File: config.mk
export PLATFORM = sky130hd
export DESIGN_NAME = decode_ctrl_pipe
export DESIGN_NICKNAME = d
export VERILOG_FILES = /design/src/rtl/decode_ctrl_pipe.sv
export SDC_FILE = /design/constraint.sdc
export NUM_CORES = 1
export LEC_CHECK = 0
export CORE_MARGIN = 4
export CORE_UTILIZATION = 42
export CTS_CLUSTER_SIZE = 14
export DETAILED_ROUTE_END_ITERATION = 6
export GPL_ROUTABILITY_DRIVEN = 0
export PLACE_DENSITY = 0.79
export SKIP_CTS_REPAIR_TIMING = 1
export SLEW_MARGIN = 15
export SYNTH_ARGS = -nofsm -noshare
export SYNTH_HDL_FRONTEND = slang
export SYNTH_SLANG_ARGS = --single-unit
File: constraint.sdc
create_clock -name clk_i -period 2.5 [get_ports clk_i]
set_clock_uncertainty 0.2 [all_clocks]
set_input_delay 0.25 -clock clk_i [delete_from_list [all_inputs] [get_ports clk_i]]
set_output_delay 0.25 -clock clk_i [all_outputs]
set_load 0.005 [all_outputs]
File: src/rtl/decode_ctrl_pipe.sv
// decode_ctrl_pipe
//   Decodes a 32-bit instruction into the control bundle and registers it as
//   the ID/EX control register (1 cycle latency). Adds a valid/ready handshake,
//   flush, and load-use hazard bubbling with a parameterised bubble count.
//
// Ports
//   clk_i, rst_n_i        clock, synchronous active-low reset
//   instr_i, in_valid_i   instruction from IF/ID and its valid
//   in_ready_o            instruction accepted this cycle when in_valid_i=1
//   flush_i               discard the held bundle (taken branch/jump)
//   out_ready_i           EX accepts the bundle
//   out_valid_o           bundle valid
//   RegWrite_o .. Auipc_o registered controls; ImmSrc_o, ALUOp_o, J_o
//   rd_o, rs1_o, rs2_o, funct3_o, funct7b5_o   registered instruction fields
//   illegal_o             only with DECODE_ILLEGAL_TRAP_EN defined
//   hazard_stall_o        in_ready_o held low by load-use hazard logic
//
// Optional feature macro: DECODE_ILLEGAL_TRAP_EN (adds illegal_o).
//
// FSM states
//   state  | meaning
//   RUN    | normal operation, instructions may be accepted
//   BUBBLE | extra load-use bubbles still pending, in_ready_o held low

module decode_ctrl_pipe #(
    parameter int ILEN             = 32,
    parameter int IMMSRC_W         = 3,
    parameter int ALUOP_W          = 2,
    parameter int LOAD_USE_BUBBLES = 1
) (
    input  logic                clk_i,
    input  logic                rst_n_i,
    input  logic [ILEN-1:0]     instr_i,
    input  logic                in_valid_i,
    output logic                in_ready_o,
    input  logic                flush_i,
    input  logic                out_ready_i,
    output logic                out_valid_o,
    output logic                RegWrite_o,
    output logic                MemWrite_o,
    output logic                ALUSrc_o,
    output logic                ResultSrc_o,
    output logic                Branch_o,
    output logic                Auipc_o,
    output logic [IMMSRC_W-1:0] ImmSrc_o,
    output logic [ALUOP_W-1:0]  ALUOp_o,
    output logic [1:0]          J_o,
    output logic [4:0]          rd_o,
    output logic [4:0]          rs1_o,
    output logic [4:0]          rs2_o,
    output logic [2:0]          funct3_o,
    output logic                funct7b5_o,
`ifdef DECODE_ILLEGAL_TRAP_EN
    output logic                illegal_o,
`endif
    output logic                hazard_stall_o
);

    localparam logic [6:0] OPC_LOAD   = 7'b0000011;
    localparam logic [6:0] OPC_STORE  = 7'b0100011;
    localparam logic [6:0] OPC_OPIMM  = 7'b0010011;
    localparam logic [6:0] OPC_LUI    = 7'b0110111;
    localparam logic [6:0] OPC_AUIPC  = 7'b0010111;
    localparam logic [6:0] OPC_OP     = 7'b0110011;
    localparam logic [6:0] OPC_BRANCH = 7'b1100011;
    localparam logic [6:0] OPC_JAL    = 7'b1101111;
    localparam logic [6:0] OPC_JALR   = 7'b1100111;

    // Counter preset after the first bubble; only meaningful when bubbling is enabled.
    localparam logic [1:0] CNT_INIT = 2'((LOAD_USE_BUBBLES > 0) ? LOAD_USE_BUBBLES - 1 : 0);

    typedef enum logic {
        ST_RUN    = 1'b0,
        ST_BUBBLE = 1'b1
    } state_e;

    state_e state_q, state_d;
    logic [1:0] cnt_q, cnt_d;

    logic [6:0] opc;
    logic       op_f7_ok;
    logic       unused_instr;

    logic                dec_reg_write, dec_mem_write, dec_alu_src, dec_result_src;
    logic                dec_branch, dec_auipc, uses_rs1, uses_rs2;
    logic [IMMSRC_W-1:0] dec_imm_src;
    logic [ALUOP_W-1:0]  dec_alu_op;
    logic [1:0]          dec_j;

    logic                out_valid_q, reg_write_q, mem_write_q, alu_src_q, result_src_q;
    logic                branch_q, auipc_q, funct7b5_q;
    logic [IMMSRC_W-1:0] imm_src_q;
    logic [ALUOP_W-1:0]  alu_op_q;
    logic [1:0]          j_q;
    logic [4:0]          rd_q, rs1_q, rs2_q;
    logic [2:0]          funct3_q;

    logic hazard, accept, xfer;

    assign opc          = instr_i[6:0];
    assign unused_instr = ^instr_i;

`ifdef DECODE_ILLEGAL_TRAP_EN
    logic dec_illegal, illegal_q;
    assign op_f7_ok    = (instr_i[31:25] == 7'b0000000) || (instr_i[31:25] == 7'b0100000);
    assign dec_illegal = !(opc inside {OPC_LOAD, OPC_STORE, OPC_OPIMM, OPC_LUI, OPC_AUIPC,
                                       OPC_OP, OPC_BRANCH, OPC_JAL, OPC_JALR})
                         || ((opc == OPC_OP) && !op_f7_ok);
    assign illegal_o   = illegal_q;
`else
    assign op_f7_ok    = 1'b1;
`endif

    always_comb begin
        dec_reg_write  = 1'b0;
        dec_mem_write  = 1'b0;
        dec_alu_src    = 1'b0;
        dec_result_src = 1'b0;
        dec_branch     = 1'b0;
        dec_auipc      = 1'b0;
        dec_imm_src    = '0;
        dec_alu_op     = '0;
        dec_j          = 2'b00;
        uses_rs1       = 1'b0;
        uses_rs2       = 1'b0;
        case (opc)
            OPC_LOAD: begin
                dec_reg_write  = 1'b1;
                dec_alu_src    = 1'b1;
                dec_result_src = 1'b1;
                uses_rs1       = 1'b1;
            end
            OPC_STORE: begin
                dec_imm_src   = IMMSRC_W'(1);
                dec_alu_src   = 1'b1;
                dec_mem_write = 1'b1;
                uses_rs1      = 1'b1;
                uses_rs2      = 1'b1;
            end
            OPC_OPIMM: begin
                dec_reg_write = 1'b1;
                dec_alu_src   = 1'b1;
                dec_alu_op    = ALUOP_W'(2);
                uses_rs1      = 1'b1;
            end
            OPC_LUI, OPC_AUIPC: begin
                dec_reg_write = 1'b1;
                dec_imm_src   = IMMSRC_W'(4);
                dec_alu_src   = 1'b1;
                dec_alu_op    = ALUOP_W'(3);
                dec_auipc     = (opc == OPC_AUIPC);
            end
            OPC_OP: begin
                uses_rs1 = 1'b1;
                uses_rs2 = 1'b1;
                // An illegal funct7 leaves the bundle as a NOP.
                if (op_f7_ok) begin
                    dec_reg_write = 1'b1;
                    dec_alu_op    = ALUOP_W'(2);
                end
            end
            OPC_BRANCH: begin
                dec_imm_src = IMMSRC_W'(2);
                dec_branch  = 1'b1;
                dec_alu_op  = ALUOP_W'(1);
                uses_rs1    = 1'b1;
                uses_rs2    = 1'b1;
            end
            OPC_JAL: begin
                dec_reg_write = 1'b1;
                dec_imm_src   = IMMSRC_W'(3);
                dec_j         = 2'b01;
            end
            OPC_JALR: begin
                dec_reg_write = 1'b1;
                dec_alu_src   = 1'b1;
                dec_alu_op    = ALUOP_W'(2);
                dec_j         = 2'b10;
                uses_rs1      = 1'b1;
            end
            default: ;
        endcase
    end

    // A held load only stalls a consumer when it is actually leaving this cycle.
    assign hazard = (LOAD_USE_BUBBLES != 0) && in_valid_i && out_valid_q && result_src_q
                    && (rd_q != 5'd0) && out_ready_i
                    && ((uses_rs1 && (instr_i[19:15] == rd_q))
                        || (uses_rs2 && (instr_i[24:20] == rd_q)));

    assign xfer           = !out_valid_q || out_ready_i;
    assign in_ready_o     = rst_n_i && !flush_i && (state_q == ST_RUN) && !hazard && xfer;
    assign accept         = in_valid_i && in_ready_o;
    assign hazard_stall_o = rst_n_i && !flush_i
                            && ((state_q == ST_BUBBLE) || ((state_q == ST_RUN) && hazard));

    always_comb begin
        state_d = state_q;
        cnt_d   = cnt_q;
        if (flush_i) begin
            state_d = ST_RUN;
            cnt_d   = 2'd0;
        end else begin
            case (state_q)
                ST_RUN: begin
                    if (hazard) begin
                        cnt_d   = CNT_INIT;
                        state_d = (CNT_INIT != 2'd0) ? ST_BUBBLE : ST_RUN;
                    end
                end
                ST_BUBBLE: begin
                    if (cnt_q <= 2'd1) begin
                        cnt_d   = 2'd0;
                        state_d = ST_RUN;
                    end else begin
                        cnt_d = cnt_q - 2'd1;
                    end
                end
                default: begin
                    state_d = ST_RUN;
                    cnt_d   = 2'd0;
                end
            endcase
        end
    end

    always_ff @(posedge clk_i) begin
        if (!rst_n_i) begin
            state_q      <= ST_RUN;
            cnt_q        <= 2'd0;
            out_valid_q  <= 1'b0;
            reg_write_q  <= 1'b0;
            mem_write_q  <= 1'b0;
            alu_src_q    <= 1'b0;
            result_src_q <= 1'b0;
            branch_q     <= 1'b0;
            auipc_q      <= 1'b0;
            imm_src_q    <= '0;
            alu_op_q     <= '0;
            j_q          <= 2'b00;
            rd_q         <= 5'd0;
            rs1_q        <= 5'd0;
            rs2_q        <= 5'd0;
            funct3_q     <= 3'd0;
            funct7b5_q   <= 1'b0;
`ifdef DECODE_ILLEGAL_TRAP_EN
            illegal_q    <= 1'b0;
`endif
        end else begin
            state_q <= state_d;
            cnt_q   <= cnt_d;
            if (flush_i) begin
                out_valid_q <= 1'b0;
`ifdef DECODE_ILLEGAL_TRAP_EN
                illegal_q   <= 1'b0;
`endif
            end else if (accept) begin
                out_valid_q  <= 1'b1;
                reg_write_q  <= dec_reg_write;
                mem_write_q  <= dec_mem_write;
                alu_src_q    <= dec_alu_src;
                result_src_q <= dec_result_src;
                branch_q     <= dec_branch;
                auipc_q      <= dec_auipc;
                imm_src_q    <= dec_imm_src;
                alu_op_q     <= dec_alu_op;
                j_q          <= dec_j;
                rd_q         <= instr_i[11:7];
                rs1_q        <= instr_i[19:15];
                rs2_q        <= instr_i[24:20];
                funct3_q     <= instr_i[14:12];
                funct7b5_q   <= instr_i[30];
`ifdef DECODE_ILLEGAL_TRAP_EN
                illegal_q    <= dec_illegal;
`endif
            end else if (xfer) begin
                out_valid_q <= 1'b0;
`ifdef DECODE_ILLEGAL_TRAP_EN
                illegal_q   <= 1'b0;
`endif
            end
        end
    end

    assign out_valid_o = out_valid_q;
    assign RegWrite_o  = reg_write_q;
    assign MemWrite_o  = mem_write_q;
    assign ALUSrc_o    = alu_src_q;
    assign ResultSrc_o = result_src_q;
    assign Branch_o    = branch_q;
    assign Auipc_o     = auipc_q;
    assign ImmSrc_o    = imm_src_q;
    assign ALUOp_o     = alu_op_q;
    assign J_o         = j_q;
    assign rd_o        = rd_q;
    assign rs1_o       = rs1_q;
    assign rs2_o       = rs2_q;
    assign funct3_o    = funct3_q;
    assign funct7b5_o  = funct7b5_q;

endmodule

==> qor.csv <==
stage,metric,value,unit
status,run_status,completed,
clock_tree,cts_root_buf,clkbuf_8,
global_routing,antenna_found_initial,0,
yosys,yosysWarnings,0,
power_and_ir_drop,power.switching,318,µW
yosys,ys.flop_type,dfxtp_1,
clock_tree,ctsHtreeMaxLevel,2,
yosys,seq_area_frac_synth,41.5,%
critical_path,critPathKind,in2out,
critical_path,cp_data_arrival_time,1.87,ns
critical_path,endpoint_kind,primary output,
critical_path,slowest_delay,0.43,ns
power_and_ir_drop,p_sw_share,23.8,%
power_and_ir_drop,pwr-share-seq,45.1,%
drt,wl_per_cell,14.6,µm
die,core,4000,µm²
drt,drt_iter0_markers,113,
critical_path,crit_fanout,4,
timing,max_slew.worst_pin.slew,0.387,ns
final_layout,final_core_util,66.8,%
timing,timing.final.crit_period,2.32,ns
hold_path,hold_class,reg2reg,
global_routing,met2_usage,28.5,%
critical_path,cp_slowest_cell,clkdlybuf4s50_1,
final_layout,final_area,2670,µm²
drt,vias,1636,
power_and_ir_drop,leakage,1.20,nW
clock_tree,cts_made_buffers,5,
yosys,ys_types,36,
drt,drc_errors,0,
global_routing,grt_overflow_total,0,
timing,slew_violations,0,
global_routing,grt_pass1_wl,7.40,mm
drt,postRouteAntennaNets,0,
clock_tree,clock_latency,0.29,ns
critical_path,r2r_start,rd_o[2],
global_routing,grt_usage,18.0,%
clock_tree,clk_pin_slew_worst_paths,0.08,ns
clock_tree,clockBufferDepth,2,
yosys,ys_ff_latch,36,
clock_tree,cts_tree,done,
critical_path,crit_chain,clkdlybuf4s50_1 -> xor2_1 -> nor4_2 -> and4_4 -> o21ai_4 -> nand2b_4 -> and2_1 -> dlymetal6s2s_1,
final_layout,final_cells,311,
final_layout,drive_above_1_share,21.5,%
yosys,synth_top_area_share,41.5,%
global_routing,grt_max_degree,40,
placed_design,numPortBuffers,65,
die,die_h,72.3,µm
critical_path,cp.required,2.05,ns
drt,first_pass_iters,4,
die,num_rows,23,
timing,clock.fmax,430,MHz
yosys,synth-edff-count,0,
yosys,synth_area_leader_cell,dfxtp_1,
power_and_ir_drop,total_power,1.34,mW
timing,slew_headroom,74.2,%
yosys,synth_area,1740,µm²
placed_design,dpl_cell_area,2540,µm²
yosys,synthArstFlopShare,0,%
critical_path,cp_top_family,simple AND/OR/NAND/NOR gates,
critical_path,cp-start-kind,input pin,
power_and_ir_drop,max-vdd-ir-drop,0.409,mV
timing,rsz0062_at_grt,no,
final_layout,nFillCells,337,
placed_design,dp.cells,303,
hold_path,hold_path.startpoint,cnt_q[1],
timing,hold_slack,0.234,ns
yosys,syn_avg_cell_area,9.50,µm²
placed_design,post-dp-hpwl,3.29,mm
final_layout,antenna_cells,0,
power_and_ir_drop,internal-power,1.02,mW
yosys,synthTopCellsByArea,"dfxtp_1 41%, a31o_2 9.1%, and3_1 7.9%",
critical_path,worst-path-buf-inv,2,
global_routing,busiest_layer,met2,
yosys,syn-instance-count,183,
die,io-pin-count,72,
timing,hold_viol,0,
power_and_ir_drop,p_per_area,501,nW/µm²
timing,min_period_over_period,92.9,%
die,die_w,72.3,µm
timing,setup_violations,0,
die,die-area,5230,µm²
yosys,synth_nets,220,
critical_path,critPathLaunch,instr_i[22],
global_routing,grt_pass1_vias,1556,
power_and_ir_drop,p_comb_share,16.2,%
clock_tree,cts.sinks,36,
die,initial_core_util,43.4,%
run,maxCapViolCount,0,
drt,routed_wl,4.54,mm
power_and_ir_drop,power_frac_clock,38.8,%
final_layout,area_growth_syn_to_layout,53.6,%
global_routing,grt_use_met1,23.5,%
global_routing,grtUsageMet3,5.26,%
final_layout,nets,297,
drt,vias_per_cell,5.26,
[flip-flops by register name (all words and copies together), names as in the netlist]
register	cells
rd_o	5
rs1_o	5
rs2_o	5
ImmSrc_o	3
funct3_o	3
ALUOp_o	2
J_o	2
cnt_q	2
ALUSrc_o	1
Auipc_o	1
Branch_o	1
MemWrite_o	1
RegWrite_o	1
ResultSrc_o	1
funct7b5_o	1
out_valid_o	1
state_q	1
[worst register-to-register path: cells and delay by family, from the launching register on]
family,cells,cell delay (ns)
DFF,1,0.33
muxes,1,0.21
xor gates and xnor gates,1,0.17
AOI/OAI and AO/OA,1,0.07
buffers and inverters,2,0.36
and+or+nand+nor,3,0.76
[cells in the final DEF, fill, tap and decap left out, drive strengths merged]
cell type,instances
clkdlybuf4s50,63
dfxtp,36
and3,22
a31o,19
buf,19
nand2,18
mux2i,13
nor2,8
xor2,7
a21oi,7
clkbuf,5
xnor2,4
nand4,4
nand3,4
nor3,3
nand3b,3
o21ai,3
and3b,2
and2,2
dlymetal6s2s,2
nor4,2
nand2b,2
nor2b,1
and4,1
and2b,1
nor3b,1
inv,1
o2111ai,1
mux2,1
a21boi,1
nand4b,1
or2,1
bufinv,1
clkinvlp,1
clkinv,1
[final timing paths]
path                    endpoint  slack, ns  depth (start not counted)
hold / removal          cnt_q[1]       0.23                          2
setup / recovery  hazard_stall_o       0.18                          8
setup reg to reg     ImmSrc_o[2]       0.31                          8
hold reg to reg         cnt_q[1]       0.23                          2
[area by class of cell]
type                    instances  area [µm²]  area share [%]
clock buffers                   5        68.8            2.58
repair buffers                 84         823            30.8
flip-flops and latches         36         721            27.0
clock inverters                 3        42.5            1.59
well taps                      50        62.6            2.34
multi-input cells             132         948            35.5
inverters                       1        3.75           0.141
[power groups by stage]
| stage | registers, mW | clock network (mW) | logic, mW |
|---|---|---|---|
| 2_1_floorplan | 0.619 | 0 | 0.0854 |
| 3_3_place_gp | 0.615 | 0 | 0.212 |
| 3_5_place_dp | 0.616 | 0 | 0.213 |
| 4_1_cts | 0.602 | 0.525 | 0.215 |
| 5_1_grt | 0.604 | 0.555 | 0.232 |
| 6_report | 0.602 | 0.518 | 0.216 |
[kinds of logic (layout without fill, tap and decap cells)]
kind of cell | count (synthesis) | count (layout) | synth area share, %
simple gates | 76 | 76 | 25.6
mux | 14 | 14 | 8.14
buf+inv | 15 | 93 | 5.18
compound gates | 31 | 31 | 14.0
flops | 36 | 36 | 41.5
xor+xnor | 11 | 11 | 5.54
[per-layer routing]
metal	part of all wire [%]	up-vias
met5	0	-
met4	1.2	0
met3	6.7	6
met2	48	49
met1	44	767
li1	-	814
[cell usage after synthesis (2+ instances only)]
cell / count
nand2_1: 17
a31o_2: 18
nand2b_1: 2
a21oi_1: 7
nor3_1: 3
buf_2: 2
o21ai_0: 2
and2_1: 2
nor2_1: 8
nand4_1: 4
and3_1: 22
dfxtp_1: 36
mux2i_1: 13
nand3b_1: 3
and3b_1: 2
xor2_1: 7
buf_6: 4
clkbuf_1: 7
xnor2_1: 4
nand3_1: 4
[stage by stage]
stage          setup WS [ns]  setup TNS, ns
2_1_floorplan          0.582              0
3_3_place_gp          -0.281         -0.443
3_5_place_dp          -0.327          -2.40
4_1_cts               -0.346         -0.559
5_1_grt               0.0945              0
6_report               0.176              0
Power figures use the tool's default switching activity.
